**src/rtl/ms_seven_seg_fsm.sv**
```systemverilog
// Purpose: 8-digit common-anode seven-segment driver with a 1 ms timebase and a serial binary-to-BCD converter.
// Latency: anode/cathode are registered (1 cycle after index/display data); count reaches the display within 82 cycles.
// Backpressure: none. count is snapshotted once per 41-cycle conversion, while mode and decs are used live.
//
// Ports:
//   clock    - system clock, rising edge
//   reset    - synchronous, active-high
//   mode     - 0 decimal, 1 hex, 2/3 blank
//   count    - 39-bit unsigned value to display
//   decs     - decimal-point mask, bit i = digit i (digit 0 rightmost)
//   cathode  - active-low segments {dp,g,f,e,d,c,b,a}
//   anode    - active-low digit enables, one low at a time
//   ms_clock - 1 ms square wave, 50% duty
module ms_seven_seg_fsm #(
    parameter int DIV = 100000
) (
    input  logic        clock,
    input  logic        reset,
    input  logic [1:0]  mode,
    input  logic [38:0] count,
    input  logic [7:0]  decs,
    output logic [7:0]  cathode,
    output logic [7:0]  anode,
    output logic        ms_clock
);

    localparam int DW = $clog2(DIV);
    localparam logic [DW-1:0] LAST = DW'(DIV - 1);
    localparam logic [DW-1:0] HALF = DW'(DIV / 2);

    typedef enum logic [1:0] {IDLE, SHIFT, DONE} state_t;

    logic [DW-1:0] div_cnt;
    logic [DW-1:0] div_nxt;
    logic          tick;
    logic [2:0]    index;

    state_t        state;
    logic [38:0]   snap;
    logic [38:0]   bin_sr;
    logic [31:0]   bcd;
    logic [31:0]   bcd_adj;
    logic [5:0]    bit_cnt;
    logic [31:0]   dec_reg;
    logic [31:0]   hex_reg;

    logic [3:0]    cur_nib;
    logic [6:0]    seg_pat;

    always_comb begin
        tick    = (div_cnt == LAST);
        div_nxt = tick ? '0 : div_cnt + DW'(1);
    end

    // Double-dabble correction: any BCD nibble >= 5 becomes >= 10 after the
    // shift, so pre-add 3 to push the overflow into the next digit.
    // Only eight digits are kept; carries out of digit 7 are simply lost,
    // which yields count mod 10^8 exactly.
    always_comb begin
        bcd_adj = bcd;
        for (int n = 0; n < 8; n++) begin
            if (bcd[4*n +: 4] >= 4'd5)
                bcd_adj[4*n +: 4] = bcd[4*n +: 4] + 4'd3;
        end
    end

    always_comb begin
        cur_nib = mode[0] ? hex_reg[{index, 2'b00} +: 4]
                          : dec_reg[{index, 2'b00} +: 4];
        case (cur_nib)
            4'h0:    seg_pat = 7'h40;
            4'h1:    seg_pat = 7'h79;
            4'h2:    seg_pat = 7'h24;
            4'h3:    seg_pat = 7'h30;
            4'h4:    seg_pat = 7'h19;
            4'h5:    seg_pat = 7'h12;
            4'h6:    seg_pat = 7'h02;
            4'h7:    seg_pat = 7'h78;
            4'h8:    seg_pat = 7'h00;
            4'h9:    seg_pat = 7'h10;
            4'hA:    seg_pat = 7'h08;
            4'hB:    seg_pat = 7'h03;
            4'hC:    seg_pat = 7'h46;
            4'hD:    seg_pat = 7'h21;
            4'hE:    seg_pat = 7'h06;
            default: seg_pat = 7'h0E;
        endcase
    end

    always_ff @(posedge clock) begin
        if (reset) begin
            div_cnt  <= '0;
            ms_clock <= 1'b0;
            index    <= 3'd0;
            state    <= IDLE;
            snap     <= '0;
            bin_sr   <= '0;
            bcd      <= '0;
            bit_cnt  <= '0;
            dec_reg  <= '0;
            hex_reg  <= '0;
            anode    <= 8'hFF;
            cathode  <= 8'hFF;
        end else begin
            div_cnt <= div_nxt;
            // Looking at the next count makes the rising edge land on the wrap.
            ms_clock <= (div_nxt < HALF);
            if (tick)
                index <= index + 3'd1;

            case (state)
                IDLE: begin
                    snap    <= count;
                    bin_sr  <= count;
                    bcd     <= '0;
                    bit_cnt <= '0;
                    state   <= SHIFT;
                end
                SHIFT: begin
                    bcd     <= {bcd_adj[30:0], bin_sr[38]};
                    bin_sr  <= {bin_sr[37:0], 1'b0};
                    bit_cnt <= bit_cnt + 6'd1;
                    if (bit_cnt == 6'd38)
                        state <= DONE;
                end
                DONE: begin
                    dec_reg <= bcd;
                    hex_reg <= snap[31:0];
                    state   <= IDLE;
                end
                default: state <= IDLE;
            endcase

            // Output stage: index and display data as they stood before this edge.
            anode   <= ~(8'd1 << index);
            cathode <= mode[1] ? 8'hFF : {~decs[index], seg_pat};
        end
    end

endmodule

```
**config.mk**
```make
export PLATFORM = sky130hd
export DESIGN_NAME = ms_seven_seg_fsm
export DESIGN_NICKNAME = d
export VERILOG_FILES = /design/src/rtl/ms_seven_seg_fsm.sv
export SDC_FILE = /design/constraint.sdc
export NUM_CORES = 1
export LEC_CHECK = 0
export ABC_AREA = 1
export CAP_MARGIN = 20
export CORE_MARGIN = 4
export CORE_UTILIZATION = 59
export CTS_CLUSTER_SIZE = 28
export DETAILED_ROUTE_END_ITERATION = 6
export PLACE_DENSITY = 0.79
export SLEW_MARGIN = 10
export SYNTH_ARGS = -nofsm -noshare
export SYNTH_HDL_FRONTEND = slang
export SYNTH_SLANG_ARGS = --single-unit
```
**constraint.sdc**
```tcl
create_clock -name clock -period 2.4 [get_ports clock]
set_input_delay 0.6 -clock clock [delete_from_list [all_inputs] [get_ports clock]]
set_output_delay 0.6 -clock clock [all_outputs]
set_load 0.1 [all_outputs]
```
==> flow_summary.toml <==
[run_status]
outcome = "complete, no violations"

[clock_tree]
clk_pin_slew_ns = 0.06
cts.htree.levels = 1
clockRootBuffer = "clkbuf_16"
cts_buffers = 23
worst_skew_pair.late_latency_ns = 0.52
cts_tree = "done"
cts.sinks = 212
post_cts_buffers = 0
cts_resized = 0
hold_buffers = 0
clockBufferDepth = 3

[floorplanning]
dieArea_um2 = 18300
initial_core_util_pct = 60.2
die_w_um = 135
fp.coreArea_um2 = 15900
chipHeight_um = 135
num_rows = 46
ios = 68

[timing]
fin_skew_ns = 0.0116
rsz0062_at_grt = "false"
holdWs_ns = 0.451
final_max_slew_viol_count = 0
slew_headroom_pct = 65.8
fin_crit_ns = 2.17
final-hold-violation-count = 0
fmax_ghz = 0.460
post-route-period-util_pct = 90.5
worst_pin_slew_ns = 0.512
finalSetupViolCount = 0
fin_ws_ns = 0.228

[logic_synthesis]
yosysUniqueCellTypes = 36
syn_inst = 1325
postSynthNetCount = 1406
ys.flop_type = "dfxtp_1"
synth_seq_cells = 212
ys_warn_count = 0
syn_avg_cell_area_um2 = 7.22
synth.yosys.seq_area_share_pct = 44.4
async_flop_share_pct = 0
synth_edf_count = 0
synthesis.area_um2 = 9560

[power]
p_int_mw = 5.82
peakVddDrop_mv = 0.648
p_sw_mw = 1.75
power_frac_comb_pct = 6.9
clkPwrFrac_pct = 45.0
switching_share_pct = 23.1
cellPowerDensity_nw_per_um2 = 681
p_total_mw = 7.57
p_leak_nw = 4.70
power_frac_seq_pct = 48.1

[setup_path]
end_kind = "flip-flop"
cp_data_arrival_time_ns = 2.58
slowest_delay_ns = 0.45
crit_type = "input pin to flip-flop"
worstPathCellList = "clkdlybuf4s50_1, buf_12, inv_4, nand2_1, nand2_1, nand2_1, nand3_1, nand3_1, nand2_2, clkinv_1, ha_1, nand2_1, nor2_1, nor2_1, nand2_1"
cp_max_fo = 21
crit_buf_inv = 4
required_ns = 2.80
crit_family = "buffers and inverters"
cpMaxStageDelayCell = "clkdlybuf4s50_1"
crit_top_cell = "nand2_1"
crit_path_start_kind = "input pin"

[layout]
seq_area_um2 = 4240
syn_to_final_growth_pct = 16.2
top_register = "bin_sr"
largest_reg_flops = 39
drive_gt1_share_pct = 7.34
fin_util_pct = 70.0
nFillCells = 1338
nets = 1456
diodes = 0
fin_cells = 1605
multiInputGateArea_um2 = 4270

[route]
vias = 8551
wl_um = 22500
wire_per_inst_um = 14.0
avgViaCountPerCell = 5.33
initialDrtViolationCount = 580
dr.pass1.iters = 5
drc = 0
antenna_left = 0

[placed_design]
place.port_buffers = 67
dp_cells = 1566
place_congestion = 0.924
place_ws_ns = -0.276
dpl.hpwl_um = 15400

[global_routing]
antenna_found_initial = 0
grt_pass1_wl_um = 37700
grt-ovfl-total = 0
grt_use_total_pct = 24.5
grt_max_degree = 128
grt_pass1_vias = 7833

[flow_run]
maxCapViolCount = 0

[min_path]
hold_path_class = "flip-flop to flip-flop"
==> tightest hold or removal path: stages (launching register included) <==
cell and delay, ns:
dfxtp_1 0.29, inv_1 0.06, a21oi_1 0.05
==> cell families (layout without fill, tap and decap cells) <==
kind of cell | Yosys count | count (layout) | share of synthesized area (%)
buf+inv | 259 | 323 | 11.1
fa+ha+maj | 30 | 30 | 3.93
simple gates | 572 | 572 | 24.9
flops | 212 | 212 | 44.4
xor+xnor | 10 | 10 | 0.916
compound gates | 242 | 242 | 14.8
==> cell usage after synthesis (2+ instances only) <==
| library cell | number | area [µm²] |
|---|---|---|
| nand2_1 | 299 | 1120 |
| dfxtp_1 | 212 | 4240 |
| inv_1 | 183 | 687 |
| nor2_1 | 128 | 480 |
| nand3_1 | 108 | 541 |
| o21ai_0 | 84 | 420 |
| a21oi_1 | 75 | 375 |
| clkbuf_1 | 33 | 124 |
| o32ai_1 | 31 | 272 |
| ha_1 | 30 | 375 |
| o22ai_1 | 30 | 188 |
| buf_2 | 23 | 115 |
| nor3_1 | 10 | 50.1 |
| xor2_1 | 10 | 87.6 |
| o211ai_1 | 7 | 52.6 |
| nand2_2 | 6 | 37.5 |
| nand4_1 | 6 | 37.5 |
| nor2_2 | 6 | 37.5 |
| buf_6 | 5 | 56.3 |
| a22oi_1 | 4 | 30.0 |
| buf_4 | 4 | 30.0 |
| inv_2 | 4 | 15.0 |
| clkinv_1 | 3 | 11.3 |
| nor3b_1 | 3 | 22.5 |
| o21ai_1 | 3 | 15.0 |
| o21bai_1 | 3 | 22.5 |
| buf_1 | 2 | 7.51 |
| inv_4 | 2 | 12.5 |
| nand3_2 | 2 | 20.0 |
| o221ai_1 | 2 | 17.5 |
| or2_2 | 2 | 12.5 |
==> layer usage <==
metal | global-route usage, % | share of wire [%]
met5 | 0 | 0
met4 | 6.33 | 2.4
met3 | 3.90 | 5.4
met2 | 39.8 | 46
met1 | 34.3 | 46
==> worst paths after layout <==
kind	start	end	slack (ns)	depth (start not counted)
setup reg to reg	state[1]	snap[29]	0.56	5
hold reg to reg	snap[19]	hex_reg[19]	0.45	2
hold / removal	snap[19]	hex_reg[19]	0.45	2
setup / recovery	mode[0]	cathode[1]	0.23	15
==> layout by cell type (no fill, tap or decap), types with 3 or more instances in the layout <==
| cell type | n |
|---|---|
| a21oi_1 | 75 |
| a22oi_1 | 4 |
| buf_12 | 5 |
| buf_4 | 37 |
| clkbuf_1 | 6 |
| clkbuf_16 | 23 |
| clkbuf_8 | 4 |
| clkdlybuf4s50_1 | 49 |
| clkinv_2 | 3 |
| dfxtp_1 | 212 |
| ha_1 | 30 |
| inv_1 | 183 |
| inv_2 | 5 |
| nand2_1 | 299 |
| nand2_2 | 6 |
| nand3_1 | 108 |
| nand4_1 | 6 |
| nor2_1 | 126 |
| nor2_2 | 7 |
| nor3_1 | 10 |
| nor3b_1 | 3 |
| o211ai_1 | 7 |
| o21ai_0 | 84 |
| o21ai_1 | 3 |
| o21bai_1 | 3 |
| o22ai_1 | 30 |
| o32ai_1 | 31 |
| xor2_1 | 10 |
==> through the flow <==
step	cell area [µm²]	TNS, ns
floorplan	9560	0
global route	11100	0
global placement	10400	-1.24
finish	11100	0
CTS	11100	0
detailed placement	10400	-1.40
==> area by class of cell <==
class                      instances  area share (%)
clock buffer                      33            5.88
clock inverter                     6           0.687
inverter                         192            6.53
multi-input combinational        854            38.4
sequential                       212            38.2
tap                              216            2.43
timing repair buffer              92            7.86
==> power by group through the flow <==
stage	sequential, mW	clock [mW]	combinational [mW]
after floorplan	3.78	0	0.267
after global placement	3.71	0	0.505
after detailed placement	3.72	0	0.512
after CTS	3.64	3.46	0.518
after global routing	3.65	3.60	0.574
final	3.64	3.40	0.519
(Power assumes the default switching activity.)
